===== src/rtl/pipe_pkg.sv =====
// Shared constants for the pipeline stage registers.
package pipe_pkg;

   localparam logic [31:0] PC_RESET_DEFAULT = 32'h0000_3000;
   localparam logic [31:0] NOP_INSTR        = 32'h0000_0000;

   // Occupancy / control-state encodings (number of held beats)
   localparam int unsigned OCC_W     = 2;
   localparam logic [1:0]  OCC_EMPTY = 2'd0;
   localparam logic [1:0]  OCC_ONE   = 2'd1;
   localparam logic [1:0]  OCC_FULL  = 2'd2;

endpackage


===== src/rtl/pipe_entry.sv =====
// One {valid, instr, pc} holding register with load, drop and clear.
// Priority: reset > clear > load > drop. Drop invalidates but keeps payload.
module pipe_entry
   import pipe_pkg::*;
#(
   parameter int unsigned    DATA_W   = 32,
   parameter int unsigned    PC_W     = 32,
   parameter logic [PC_W-1:0] PC_RESET = PC_W'(PC_RESET_DEFAULT)
) (
   input  logic              clk,
   input  logic              reset,
   input  logic              i_clear,
   input  logic              i_load,
   input  logic              i_drop,
   input  logic [DATA_W-1:0] i_instr,
   input  logic [PC_W-1:0]   i_pc,
   output logic              o_valid,
   output logic [DATA_W-1:0] o_instr,
   output logic [PC_W-1:0]   o_pc
);

   logic              r_valid;
   logic [DATA_W-1:0] r_instr;
   logic [PC_W-1:0]   r_pc;

   // Entry register; clear turns the entry into a nop bubble but keeps the PC
   always_ff @(posedge clk) begin
      if (reset) begin
         r_valid <= 1'b0;
         r_instr <= DATA_W'(NOP_INSTR);
         r_pc    <= PC_RESET;
      end else if (i_clear) begin
         r_valid <= 1'b0;
         r_instr <= DATA_W'(NOP_INSTR);
      end else if (i_load) begin
         r_valid <= 1'b1;
         r_instr <= i_instr;
         r_pc    <= i_pc;
      end else if (i_drop) begin
         r_valid <= 1'b0;
      end
   end

   assign o_valid = r_valid;
   assign o_instr = r_instr;
   assign o_pc    = r_pc;

endmodule


===== src/rtl/pipe_stage_reg.sv =====
// Pipeline stage register with valid/ready handshake, optional skid entry,
// synchronous flush (bubble insertion) and external stall.
module pipe_stage_reg
   import pipe_pkg::*;
#(
   parameter int unsigned     DATA_W   = 32,
   parameter int unsigned     PC_W     = 32,
   parameter logic [PC_W-1:0] PC_RESET = PC_W'(PC_RESET_DEFAULT),
   parameter int unsigned     SKID     = 1
) (
   input  logic              clk,
   input  logic              reset,
   input  logic              flush,
   input  logic              stall,
   input  logic              in_valid,
   output logic              in_ready,
   input  logic [DATA_W-1:0] in_instr,
   input  logic [PC_W-1:0]   in_pc,
   output logic              out_valid,
   input  logic              out_ready,
   output logic [DATA_W-1:0] out_instr,
   output logic [PC_W-1:0]   out_pc,
   output logic [OCC_W-1:0]  occupancy
);

   logic [OCC_W-1:0]  r_occ;
   logic [OCC_W-1:0]  w_occ_nxt;
   logic              r_in_ready;
   logic              w_in_ready_comb;
   logic              w_push;
   logic              w_pop;
   logic              w_main_load;
   logic              w_main_from_skid;
   logic              w_main_drop;
   logic              w_skid_load;
   logic              w_skid_drop;
   logic              w_main_valid;
   logic [DATA_W-1:0] w_main_instr;
   logic [PC_W-1:0]   w_main_pc;
   logic              w_skid_valid;
   logic [DATA_W-1:0] w_skid_instr;
   logic [PC_W-1:0]   w_skid_pc;
   logic [DATA_W-1:0] w_main_din_instr;
   logic [PC_W-1:0]   w_main_din_pc;
   logic              w_unused;

   // Handshake: single-entry mode exposes a combinational ready
   assign w_in_ready_comb = !w_main_valid || (out_ready && !stall);
   assign in_ready        = (SKID != 0) ? r_in_ready : w_in_ready_comb;
   assign w_push          = in_valid && in_ready;
   assign w_pop           = w_main_valid && out_ready && !stall;

   // Occupancy state register and registered ready (high unless next is FULL)
   always_ff @(posedge clk) begin
      if (reset) begin
         r_occ      <= OCC_EMPTY;
         r_in_ready <= 1'b1;
      end else begin
         r_occ      <= w_occ_nxt;
         r_in_ready <= (w_occ_nxt != OCC_FULL);
      end
   end

   // Next-state and entry control decode
   always_comb begin
      w_occ_nxt        = r_occ;
      w_main_load      = 1'b0;
      w_main_from_skid = 1'b0;
      w_main_drop      = 1'b0;
      w_skid_load      = 1'b0;
      w_skid_drop      = 1'b0;
      if (flush) begin
         w_occ_nxt = OCC_EMPTY;
      end else begin
         case (r_occ)
            OCC_EMPTY: begin
               if (w_push) begin
                  w_main_load = 1'b1;
                  w_occ_nxt   = OCC_ONE;
               end
            end
            OCC_ONE: begin
               if (w_push && w_pop) begin
                  w_main_load = 1'b1;
               end else if (w_push) begin
                  w_skid_load = 1'b1;
                  w_occ_nxt   = OCC_FULL;
               end else if (w_pop) begin
                  w_main_drop = 1'b1;
                  w_occ_nxt   = OCC_EMPTY;
               end
            end
            OCC_FULL: begin
               if (w_pop) begin
                  w_main_load      = 1'b1;
                  w_main_from_skid = 1'b1;
                  w_skid_drop      = 1'b1;
                  w_occ_nxt        = OCC_ONE;
               end
            end
            default: w_occ_nxt = OCC_EMPTY;
         endcase
      end
   end

   assign w_main_din_instr = w_main_from_skid ? w_skid_instr : in_instr;
   assign w_main_din_pc    = w_main_from_skid ? w_skid_pc    : in_pc;

   pipe_entry #(
      .DATA_W   (DATA_W),
      .PC_W     (PC_W),
      .PC_RESET (PC_RESET)
   ) u_main (
      .clk     (clk),
      .reset   (reset),
      .i_clear (flush),
      .i_load  (w_main_load),
      .i_drop  (w_main_drop),
      .i_instr (w_main_din_instr),
      .i_pc    (w_main_din_pc),
      .o_valid (w_main_valid),
      .o_instr (w_main_instr),
      .o_pc    (w_main_pc)
   );

   // Skid entry exists only in two-entry mode
   if (SKID != 0) begin : g_skid
      pipe_entry #(
         .DATA_W   (DATA_W),
         .PC_W     (PC_W),
         .PC_RESET (PC_RESET)
      ) u_skid (
         .clk     (clk),
         .reset   (reset),
         .i_clear (flush),
         .i_load  (w_skid_load),
         .i_drop  (w_skid_drop),
         .i_instr (in_instr),
         .i_pc    (in_pc),
         .o_valid (w_skid_valid),
         .o_instr (w_skid_instr),
         .o_pc    (w_skid_pc)
      );
   end else begin : g_no_skid
      assign w_skid_valid = 1'b0;
      assign w_skid_instr = '0;
      assign w_skid_pc    = '0;
   end

   // Skid valid mirrors occupancy and the skid strobes are idle without a skid
   assign w_unused = ^{w_skid_valid, w_skid_load, w_skid_drop};

   assign out_valid = w_main_valid;
   assign out_instr = w_main_instr;
   assign out_pc    = w_main_pc;
   assign occupancy = r_occ;

endmodule


===== config.mk =====
export PLATFORM = sky130hd
export DESIGN_NAME = pipe_stage_reg
export DESIGN_NICKNAME = d
export VERILOG_FILES = /design/src/rtl/pipe_pkg.sv /design/src/rtl/pipe_entry.sv /design/src/rtl/pipe_stage_reg.sv
export SDC_FILE = /design/constraint.sdc
export NUM_CORES = 1
export LEC_CHECK = 0
export ABC_AREA = 1
export CAP_MARGIN = 15
export CORE_ASPECT_RATIO = 1.5
export CORE_MARGIN = 2
export CORE_UTILIZATION = 54
export CTS_CLUSTER_DIAMETER = 100
export DETAILED_ROUTE_END_ITERATION = 12
export HOLD_SLACK_MARGIN = 0.15
export PLACE_DENSITY = 0.83
export SYNTH_ARGS = -nofsm -noshare
export SYNTH_HDL_FRONTEND = slang
export SYNTH_HIERARCHICAL = 1
export SYNTH_SLANG_ARGS = --single-unit

===== constraint.sdc =====
create_clock -name clk -period 3.3 [get_ports clk]
set_input_delay 0.66 -clock clk [delete_from_list [all_inputs] [get_ports clk]]
set_output_delay 0.66 -clock clk [all_outputs]
set_load 0.05 [all_outputs]

# Yosys cells after proc, flatten, opt, wreduce, memory -nomap -nowiden
# Index checks and enable logic that the tools add are counted.
# word_totals
ff_bits	132
latchBits	0
ram_bits	0
rom_bits	0
input_bits	70
memories	0
# op_classes
addsub	0
multipliers	0
n_div	0
n_lt_le_gt_ge	0
n_eq_ne	3
shifts	0
mux	25
n_bitwise	1
n_reduce_logical	10
# op_table
operator	count
$mux W32	2
$mux W1	15
$mux W2	6
$pmux W2 S3	1
$logic_and A1 B1 Y1	4
$reduce_and A2 Y1	2
$pmux W1 S3	1
$eq A2 B1 Y1 const B	1
$eq A2 B2 Y1 const B	1
$logic_not A2 Y1	1
$ne A2 B2 Y1 const B	1
$reduce_bool A2 Y1	1
$reduce_or A2 Y1	1
$logic_not A1 Y1	1
$not A1 Y1	1

# Depth between registers and ports, before layout
# Gate-level depths: netlist (run 1).
# logic_depth
ltp_word	9
depth_mapped	12

# Cells and area by module
# The synthesis (run 1) kept the hierarchy.
# by_module_without_submodules
module	n_inst	cells_each	area_each_um2	seq_area_each_um2
pipe_entry	2	348	2486.1	1301.2
pipe_stage_reg	1	242	1044.8	60.1

# Least setup slack after synthesis (run 1)
# No wires, ideal clock.
# synth_timing
path_kind	register to register
startpoint	register u_main.r_valid, in the netlist u_main/o_valid
endpoint	register u_main.r_pc[23], in the netlist u_main/o_pc[23]
setup_time_ns	0.114
arrival_ns	1.882
t_required_ns	3.186
setup_slack_ns	1.304
stages_incl_launch_ff	10
path_buffers	2
period_less_slack_ns	1.996
path_cell_list	dfxtp_1 > nand2_1 > nor2_2 > nand2_1 > a211oi_1 > buf_4 > buf_2 > nand3_1 > nand2_1 > nor2_1
# synth_via
elab_chain_cells	7
word_cells_on_any_way	11
# synth_lines
element	line	text
start, declared	pipe_entry.sv:22	logic r_valid;
start signal, assigned	pipe_entry.sv:29	r_valid <= 1'b0;
start signal, assigned	pipe_entry.sv:33	r_valid <= 1'b0;
start signal, assigned	pipe_entry.sv:36	r_valid <= 1'b1;
$logic_and A1 B1 Y1 (*) (2 in series)	pipe_stage_reg.sv:51	assign w_pop = w_main_valid && out_ready && !stall;
$logic_and A1 B1 Y1	pipe_stage_reg.sv:83	if (w_push && w_pop) begin
$mux W1	pipe_stage_reg.sv:83	
$pmux W1 S3 (*)	pipe_stage_reg.sv:75	case (r_occ)
$mux W1 (*)	pipe_stage_reg.sv:72	if (flush) begin
named net w_main_load	pipe_stage_reg.sv:32	logic w_main_load;
$reduce_and A2 Y1 (no source line) (*)	--	
end signal, assigned	pipe_entry.sv:38	r_pc <= i_pc;
end, declared	pipe_entry.sv:24	logic [PC_W-1:0] r_pc;
# The timed path passes the listed nets; every way through them passes the cells marked *.
# A chain may end at the register's enable or synchronous reset.

# Worst setup path after layout (run 1)
# layout_timing
startpoint	input port stall
endpoint	register g_skid.u_skid.r_pc[13], in the netlist g_skid.u_skid/o_pc[13]
# layout_via
elab_chain_cells	7
# layout_lines
element	line	text
start, declared	pipe_stage_reg.sv:14	input logic stall,
$logic_not A1 Y1	pipe_stage_reg.sv:51	
$logic_and A1 B1 Y1	pipe_stage_reg.sv:51	
$logic_and A1 B1 Y1	pipe_stage_reg.sv:83	
$mux W1	pipe_stage_reg.sv:83	
$mux W1	pipe_stage_reg.sv:75	
$mux W1	pipe_stage_reg.sv:72	
named net w_skid_load	pipe_stage_reg.sv:35	logic w_skid_load;
$reduce_and A2 Y1 (no source line)	--	
end signal, assigned	pipe_entry.sv:38	
end, declared	pipe_entry.sv:24	
# The timed path passes the listed nets, and every way through them passes these cells.

==> out/qor.txt, run 1 <==
Rows - 47
FMAX - 0.412 GHz
Sink Count - 132
WL per Instance - 12.7 um
CP Launch Type - primary input
fraction of layout cells with a size suffix above 1 - 5.65%
setup slack after layout - 0.875 ns
PwrDens - 517 nW/um2
WHS - 0.460 ns
GR Util All Layers - 26.0%
Seq pwr share - 40.2%
# DRC - 0
Logic pwr share - 12.0%
post-layout util - 72.8%
Post-CTS Setup Bufs - 0
die height - 133 um
reg2reg start - occupancy[0]
Slew headroom - 53.6%
Worst Path Max Fanout - 65
Final Setup Violations - 0
run status - finished clean
WS Path Type - in2reg
Mapped Nets - 1004
CTS Buf Count - 17
# fillers - 918
hold path start - g_skid.u_skid/o_instr[28]
HPWL after DPL - 9610 um
MaxCap Viol Count - 0
antenna cells - 0
worst flop-to-flop path endpoint - g_skid.u_skid/o_pc[13]
CTS root buf - clkbuf_16
commonest cells after routing, fill and taps aside - nand2_1, clkdlybuf4s50_1, dfxtp_1
final worst path period share - 73.5%
clock tree buffer depth - 2
Routability Congestion - 0.817
Setup TNS Final - 0 ns
CTS resizes - 0
Detail Route Antenna Nets - 0
final wirelength - 15400 um
Syn-to-layout area delta - 33.1%
Internal Power - 3.12 mW
initial DRC count - 322
Post-Syn Instances - 934
die area - 12000 um2
Post-Syn Area - 5980 um2
R2R Setup Slk - 1.27 ns
Hold Vio Cnt, Final - 0
Max IR drop VDD - 0.376 mV
Post-Place Cells - 1178
I/O pin count - 138
initial core utilization - 54.7%
DR vias - 5912
clock slew seen by the registers of the worst setup and hold paths - 0.05 ns
Clock Latency Late Sink - 0.41 ns
Max Slew Vio Count - 0
RSZ-0062 raised after global routing - no
GRT overflow - 0
Switching Power - 0.994 mW
Clock Skew - 0.00555 ns
Sw Ratio - 24.2%
Leak - 3.49 nW
Clock Power Share - 47.8%
power consumption - 4.12 mW
post-layout instance area - 7970 um2
largest net degree at the start of global routing - 66
Hold Path Class - reg2reg
commonest non-fill, non-tap cell in the layout - nand2_1
CTS tree - built
initial antenna violation count - 0
Tmin final - 2.43 ns
# port buffers - 137
Ys Warns - 6
Tightest Pin Transition - 0.696 ns
R2R cell count - 8
H-tree level count - 4
Nets - 1120
Arr. time, crit path - 2.71 ns
Worst EP required - 3.58 ns
vias in the first global route - 5477
Die Wd - 90.0 um
Synth Area per Inst - 6.41 um2
non-filler cells, final - 1209
Worst setup EP type - flop
global-route wire length before repair - 25500 um
hold path endpoint - g_skid.u_skid/o_instr[28]
average via count per standard cell - 4.89
Hold Crit Depth - 2
Core Area - 10900 um2
hold buffer count at cts - 0
first drt pass iteration count - 5
placed instance area - 7350 um2
Post-Place Setup Slack - 0.478 ns
-- area by class of cell --
type | count | area (um2) | share of cell area, %
Multi-Input combinational cell | 670 | 2740 | 34.4
Sequential cell | 132 | 2640 | 33.2
Timing Repair Buffer | 155 | 1510 | 18.9
Clock buffer | 21 | 460 | 5.78
Inverter | 74 | 278 | 3.49
Tap cell | 147 | 184 | 2.31
Clock inverter | 10 | 155 | 1.95
-- critical path, stage by stage --
cell and delay [ns]:
clkdlybuf4s50_1 0.49, inv_1 0.05, nand3_1 0.08, nand2_1 0.09, inv_1 0.13, nand3_1 0.17, nor2_4 0.13, buf_4 0.59
nand2_1 0.15, nand2_1 0.10, nand3_1 0.07
-- per-layer routing --
layer	part of all wire, %	vias to the layer above	global-route usage, %
li1	-	3066	-
met1	40	2639	28.6
met2	52	177	46.9
met3	5.7	30	6.72
met4	2.8	0	11.5
met5	0	-	0
-- worst max-delay path by stage --
stage                    from                endpoint  slack, ns  depth (start not counted)
2_1_floorplan  u_main/o_valid         u_main/o_pc[23]       1.30                          9
3_3_place_gp            stall  g_skid.u_skid/o_pc[12]       0.53                         11
3_5_place_dp            stall  g_skid.u_skid/o_pc[13]       0.48                         11
4_1_cts                 stall  g_skid.u_skid/o_pc[18]       0.89                         12
5_1_grt                 stall  g_skid.u_skid/o_pc[18]       0.68                         12
6_report                stall  g_skid.u_skid/o_pc[13]       0.87                         11
-- state kept, by name, indices dropped and copies added (netlist names) --
register,flops
g_skid.u_skid/o_instr,32
u_main/o_valid,1
u_main/o_instr,32
occupancy,2
u_main/o_pc,32
in_ready,1
g_skid.u_skid/o_pc,32
-- power groups by stage --
stage                     clock network, mW  registers [mW]  logic, mW
final                                  1.97            1.65      0.494
after global routing                   2.06            1.66      0.535
after CTS                              1.99            1.65      0.494
after detailed placement                  0            1.69      0.491
after global placement                    0            1.69      0.486
after floorplan                           0            1.79      0.192
Note: power is estimated with default switching activity, not from simulation.
==> inputs of run 2 (changes only) <==
Settings changed: CORE_UTILIZATION 54 to 45, PLACE_DENSITY 0.83 to 0.74.
Clock period 3.3 ns to 2 ns, I/O delays scaled along.
==> out/qor.txt, run 2 (same netlist as run 1, synthesis figures left out) <==
run status - finished clean (unchanged)
clock slew seen by the registers of the worst setup and hold paths - 0.06 ns (was 0.05 ns)
commonest cells after routing, fill and taps aside - nand2_1, dfxtp_1, nor2_1 (was nand2_1, clkdlybuf4s50_1, dfxtp_1)
post-layout util - 63.1% (was 72.8%)
Top delay family on crit path - buffers and inverters (unchanged)
GR Util All Layers - 22.8% (was 26.0%)
Syn-to-layout area delta - 37.2% (was 33.1%)
fraction of layout cells with a size suffix above 1 - 7.17% (was 5.65%)
final worst path period share - 98.1%
Max Slew Vio Count - 0 (unchanged)
# port buffers - 137 (unchanged)
initial antenna violation count - 1 (was 0)
first drt pass iteration count - 4 (was 5)
Worst setup EP type - output pin (was flop)
MaxCap Viol Count - 0 (unchanged)
initial core utilization - 46.0% (was 54.7%)
Max stage delay on crit path - 0.81 ns (was 0.59 ns)
PwrDens - 862 nW/um2 (was 517 nW/um2)
Worst Path Max Fanout - 2 (was 65)
DR vias - 5939 (was 5912)
CP max-delay cell - clkdlybuf4s50_1 (was buf_4)
die area - 14300 um2 (was 12000 um2)
Sink Count - 132 (unchanged)
Core Area - 13000 um2 (was 10900 um2)
Detail Route Antenna Nets - 0 (unchanged)
WHS - 0.448 ns (was 0.460 ns)
Final Setup Violations - 0 (unchanged)
HPWL after DPL - 10600 um (was 9610 um)
CTS tree - built (unchanged)
largest net degree at the start of global routing - 34 (was 66)
worst path bufs/invs - 1 (was 4)
worst path cell trace - clkdlybuf4s50_1 (was clkdlybuf4s50_1 -> inv_1 -> nand3_1 -> nand2_1 -> inv_1 -> nand3_1 -> nor2_4 -> buf_4 -> nand2_1 -> nand2_1 -> nand3_1)
Hold Vio Cnt, Final - 0 (unchanged)
FMAX - 0.510 GHz
average via count per standard cell - 4.81 (was 4.89)
Routability Congestion - 0.762 (was 0.817)
GRT overflow - 0 (unchanged)
Leak - 3.82 nW (was 3.49 nW)
WS Path Type - reg2out (was in2reg)
Tmin final - 1.96 ns
Slew headroom - 64.3% (was 53.6%)
Clock Skew - 0.00686 ns (was 0.00555 ns)
commonest non-fill, non-tap cell in the layout - nand2_1 (unchanged)
hold buffer count at cts - 0 (unchanged)
Die Wd - 98.2 um (was 90.0 um)
Nets - 1131 (was 1120)
Tightest Pin Transition - 0.534 ns (was 0.696 ns)
WL per Instance - 13.0 um (was 12.7 um)
RSZ-0062 raised after global routing - no (unchanged)
global-route wire length before repair - 26500 um (was 25500 um)
final wirelength - 16100 um (was 15400 um)
Post-Place Setup Slack - -0.234 ns (was 0.478 ns)
Max IR drop VDD - 0.559 mV (was 0.376 mV)
CP Launch Type - flop (was primary input)
Rows - 51 (was 47)
clock tree buffer depth - 2 (unchanged)
setup slack after layout - 0.0375 ns (was 0.875 ns)
Arr. time, crit path - 1.56 ns (was 2.71 ns)
vias in the first global route - 5659 (was 5477)
initial DRC count - 263 (was 322)
die height - 145 um (was 133 um)
CTS Buf Count - 17 (unchanged)
Post-CTS Setup Bufs - 0 (unchanged)
# DRC - 0 (unchanged)
Worst EP required - 1.60 ns (was 3.58 ns)
CTS root buf - clkbuf_16 (unchanged)
Clock Latency Late Sink - 0.41 ns (about the same)
H-tree level count - 4 (unchanged)
Hold Path Class - reg2reg (unchanged)
I/O pin count - 138 (unchanged)
## run 2: worst reg2reg max path, cell delays in order (launching register included)
cell	delay (ns)
dfxtp_1	0.37
nand3_1	0.13
nand2_1	0.12
inv_1	0.06
buf_4	0.13
a211oi_4	0.23
buf_4	0.36
nand3_1	0.14
nand2_1	0.07
nor2_1	0.04
## run 2: path summary, 6_finish.rpt
| kind | start | endpoint | slack, ns | cells past startpoint |
|---|---|---|---|---|
| max | u_main/o_pc[29] | out_pc[29] | 0.04 | 1 |
| min | u_main/o_pc[13] | u_main/o_pc[13] | 0.45 | 2 |
| max reg2reg | u_main/o_valid | u_main/o_pc[30] | 0.24 | 9 |
| min reg2reg | u_main/o_pc[13] | u_main/o_pc[13] | 0.45 | 2 |
## run 2: what timing repair did
action,4_1_cts,5_1_grt
setup endpoints to repair,8,12
pin swaps,0,0
gates resized for setup,8,12
gates cloned,0,0
hold endpoints to repair,0,0
## run 2: power breakdown
group	total [mW]	switching [mW]	internal (mW)
Combinational	0.841	0.500	0.340
Sequential	2.73	0.0343	2.69
Clock	3.51	1.17	2.34
## run 2: final cells by class
| cell class | count | area (um2) |
|---|---|---|
| Fill cell | 1243 | 4810 |
| Multi-Input combinational cell | 670 | 2740 |
| Sequential cell | 132 | 2640 |
| Timing Repair Buffer | 166 | 1680 |
| Clock buffer | 19 | 433 |
| Inverter | 74 | 278 |
| Clock inverter | 13 | 231 |
| Tap cell | 159 | 199 |
| Antenna cell | 1 | 2.50 |
## run 2: through the flow
step                TNS, ns  std cells  area, um2  power, mW
finish                    0       1234       8210       7.08
floorplan                 0        934       5980       3.27
global placement     -17.33       1201       7520       3.62
global route              0       1234       8210       7.32
CTS                       0       1233       8180       7.14
detailed placement   -21.23       1201       7520       3.63
## run 2: metal layers
metal / track usage [%] / wire length (um) / part of all wire (%) / vias to the layer above
li1: - / - / - / 3094
met1: 23.8 / 6170 / 38 / 2682
met2: 43.4 / 8910 / 56 / 145
met3: 4.14 / 639 / 4.0 / 18
met4: 10.5 / 335 / 2.1 / 0
met5: 0 / 0 / 0 / -
==> inputs of run 3 (changes only) <==
Settings changed: REMOVE_ABC_BUFFERS set to 1.
==> out/qor.txt, run 3 (same netlist as run 1, synthesis figures left out) <==
Arr. time, crit path - 1.57 ns (was 1.56 ns)
vias in the first global route - 5755 (was 5659)
Worst setup EP type - output pin (unchanged)
crit path from - u_main/o_instr[28] (was u_main/o_pc[29])
global-route wire length before repair - 26200 um (was 26500 um)
Worst EP required - 1.60 ns (about the same)
Core Area - 13000 um2 (unchanged)
HPWL after DPL - 10300 um (was 10600 um)
CTS Buf Count - 17 (unchanged)
antenna cells - 0 (was 1)
WL per Instance - 12.5 um (was 13.0 um)
Leak - 3.80 nW (was 3.82 nW)
H-tree level count - 4 (unchanged)
Sink Count - 132 (unchanged)
CTS resizes - 2 (was 8)
commonest non-fill, non-tap cell in the layout - nand2_1 (unchanged)
MaxCap Viol Count - 0 (unchanged)
Routability Congestion - 0.770 (was 0.762)
commonest cells after routing, fill and taps aside - nand2_1, dfxtp_1, nor2_1 (unchanged)
worst path cell trace - clkdlybuf4s50_1 (unchanged)
Max stage delay on crit path - 0.81 ns (about the same)
non-filler cells, final - 1239 (was 1234)
Max IR drop VDD - 0.572 mV (was 0.559 mV)
Setup TNS Final - 0 ns (unchanged)
initial core utilization - 46.0% (unchanged)
WHS - 0.460 ns (was 0.448 ns)
PwrDens - 786 nW/um2 (was 862 nW/um2)
setup slack after layout - 0.0290 ns (was 0.0375 ns)
FMAX - 0.507 GHz (was 0.510 GHz)
die height - 145 um (unchanged)
Die Wd - 98.2 um (unchanged)
die area - 14300 um2 (unchanged)
# port buffers - 137 (unchanged)
Hold Path Class - reg2reg (unchanged)
I/O pin count - 138 (unchanged)
run status - finished clean (unchanged)
Worst Path Max Fanout - 2 (unchanged)
Nets - 1138 (was 1131)
CP Launch Type - flop (unchanged)
largest net degree at the start of global routing - 40 (was 34)
DR vias - 5980 (was 5939)
initial antenna violation count - 0 (was 1)
first drt pass iteration count - 5 (was 4)
Clock Latency Late Sink - 0.41 ns (about the same)
reg2reg start - occupancy[0] (was u_main/o_valid)
average via count per standard cell - 4.83 (was 4.81)
Final Setup Violations - 0 (unchanged)
worst path bufs/invs - 1 (unchanged)
RSZ-0062 raised after global routing - no (unchanged)
GRT overflow - 0 (unchanged)
final worst path period share - 98.5% (was 98.1%)
Clock Skew - 0.00878 ns (was 0.00686 ns)
Max Slew Vio Count - 0 (unchanged)
Tmin final - 1.97 ns (was 1.96 ns)
Top delay family on crit path - buffers and inverters (unchanged)
clock tree buffer depth - 2 (unchanged)
clock slew seen by the registers of the worst setup and hold paths - 0.06 ns (about the same)
initial DRC count - 177 (was 263)
CTS root buf - clkbuf_16 (unchanged)
# fillers - 1229 (was 1243)
Rows - 51 (unchanged)
hold path start - u_main/o_instr[20] (was u_main/o_pc[13])
WS Path Type - reg2out (unchanged)
Post-Place Setup Slack - -0.194 ns (was -0.234 ns)
Syn-to-layout area delta - 38.0% (was 37.2%)
Tightest Pin Transition - 0.571 ns (was 0.534 ns)
# DRC - 0 (unchanged)
Post-Place Cells - 1208 (was 1201)
Post-CTS Setup Bufs - 0 (unchanged)
CTS tree - built (unchanged)
Hold Vio Cnt, Final - 0 (unchanged)
GR Util All Layers - 22.0% (was 22.8%)
Slew headroom - 61.8% (was 64.3%)
CP max-delay cell - clkdlybuf4s50_1 (unchanged)
hold buffer count at cts - 0 (unchanged)
fraction of layout cells with a size suffix above 1 - 7.41% (was 7.17%)
final wirelength - 15500 um (was 16100 um)
Detail Route Antenna Nets - 0 (unchanged)
## run 3: stage by stage
step / utilization [%] / instance area [um2] / power, mW
finish: 63.4 / 8260 / 6.49
floorplan: - / 5640 / 3.24
detailed placement: 58.9 / 7670 / 3.65
global placement: 58.9 / 7670 / 3.64
global route: 63.4 / 8260 / 6.73
CTS: 63.2 / 8220 / 6.54
## run 3: final timing paths
path,to,slack [ns],cells after the start
max,out_instr[28],0.03,1
min reg2reg,u_main/o_instr[20],0.46,2
max reg2reg,g_skid.u_skid/o_pc[10],0.34,9
min,u_main/o_instr[20],0.46,2
## run 3: area by class of cell
class | instances | area [um2] | area share, %
multi-input combinational | 670 | 2740 | 33.2
sequential | 132 | 2640 | 32.0
timing repair buffer | 173 | 1850 | 22.4
clock buffer | 19 | 443 | 5.36
inverter | 74 | 278 | 3.36
tap | 159 | 199 | 2.41
clock inverter | 12 | 109 | 1.32
## run 3: report_power, final
| group | total, mW | switching [mW] | internal, mW |
|---|---|---|---|
| logic | 0.861 | 0.499 | 0.361 |
| clock network | 2.90 | 1.17 | 1.73 |
| registers | 2.73 | 0.0334 | 2.69 |
| total | 6.49 | 1.70 | 4.79 |
## run 3: worst min-delay path, stage by stage, from the launching register on
cell and delay [ns]:
dfxtp_1 0.31, nand2_1 0.06, a21oi_1 0.05
## run 3: layer usage
metal	share of wire (%)	GRT usage, %	vias up
met1	41	24.0	2699
met2	53	40.7	152
met5	0	0	-
met3	4.8	5.06	22
met4	1.8	8.29	0
li1	-	-	3107
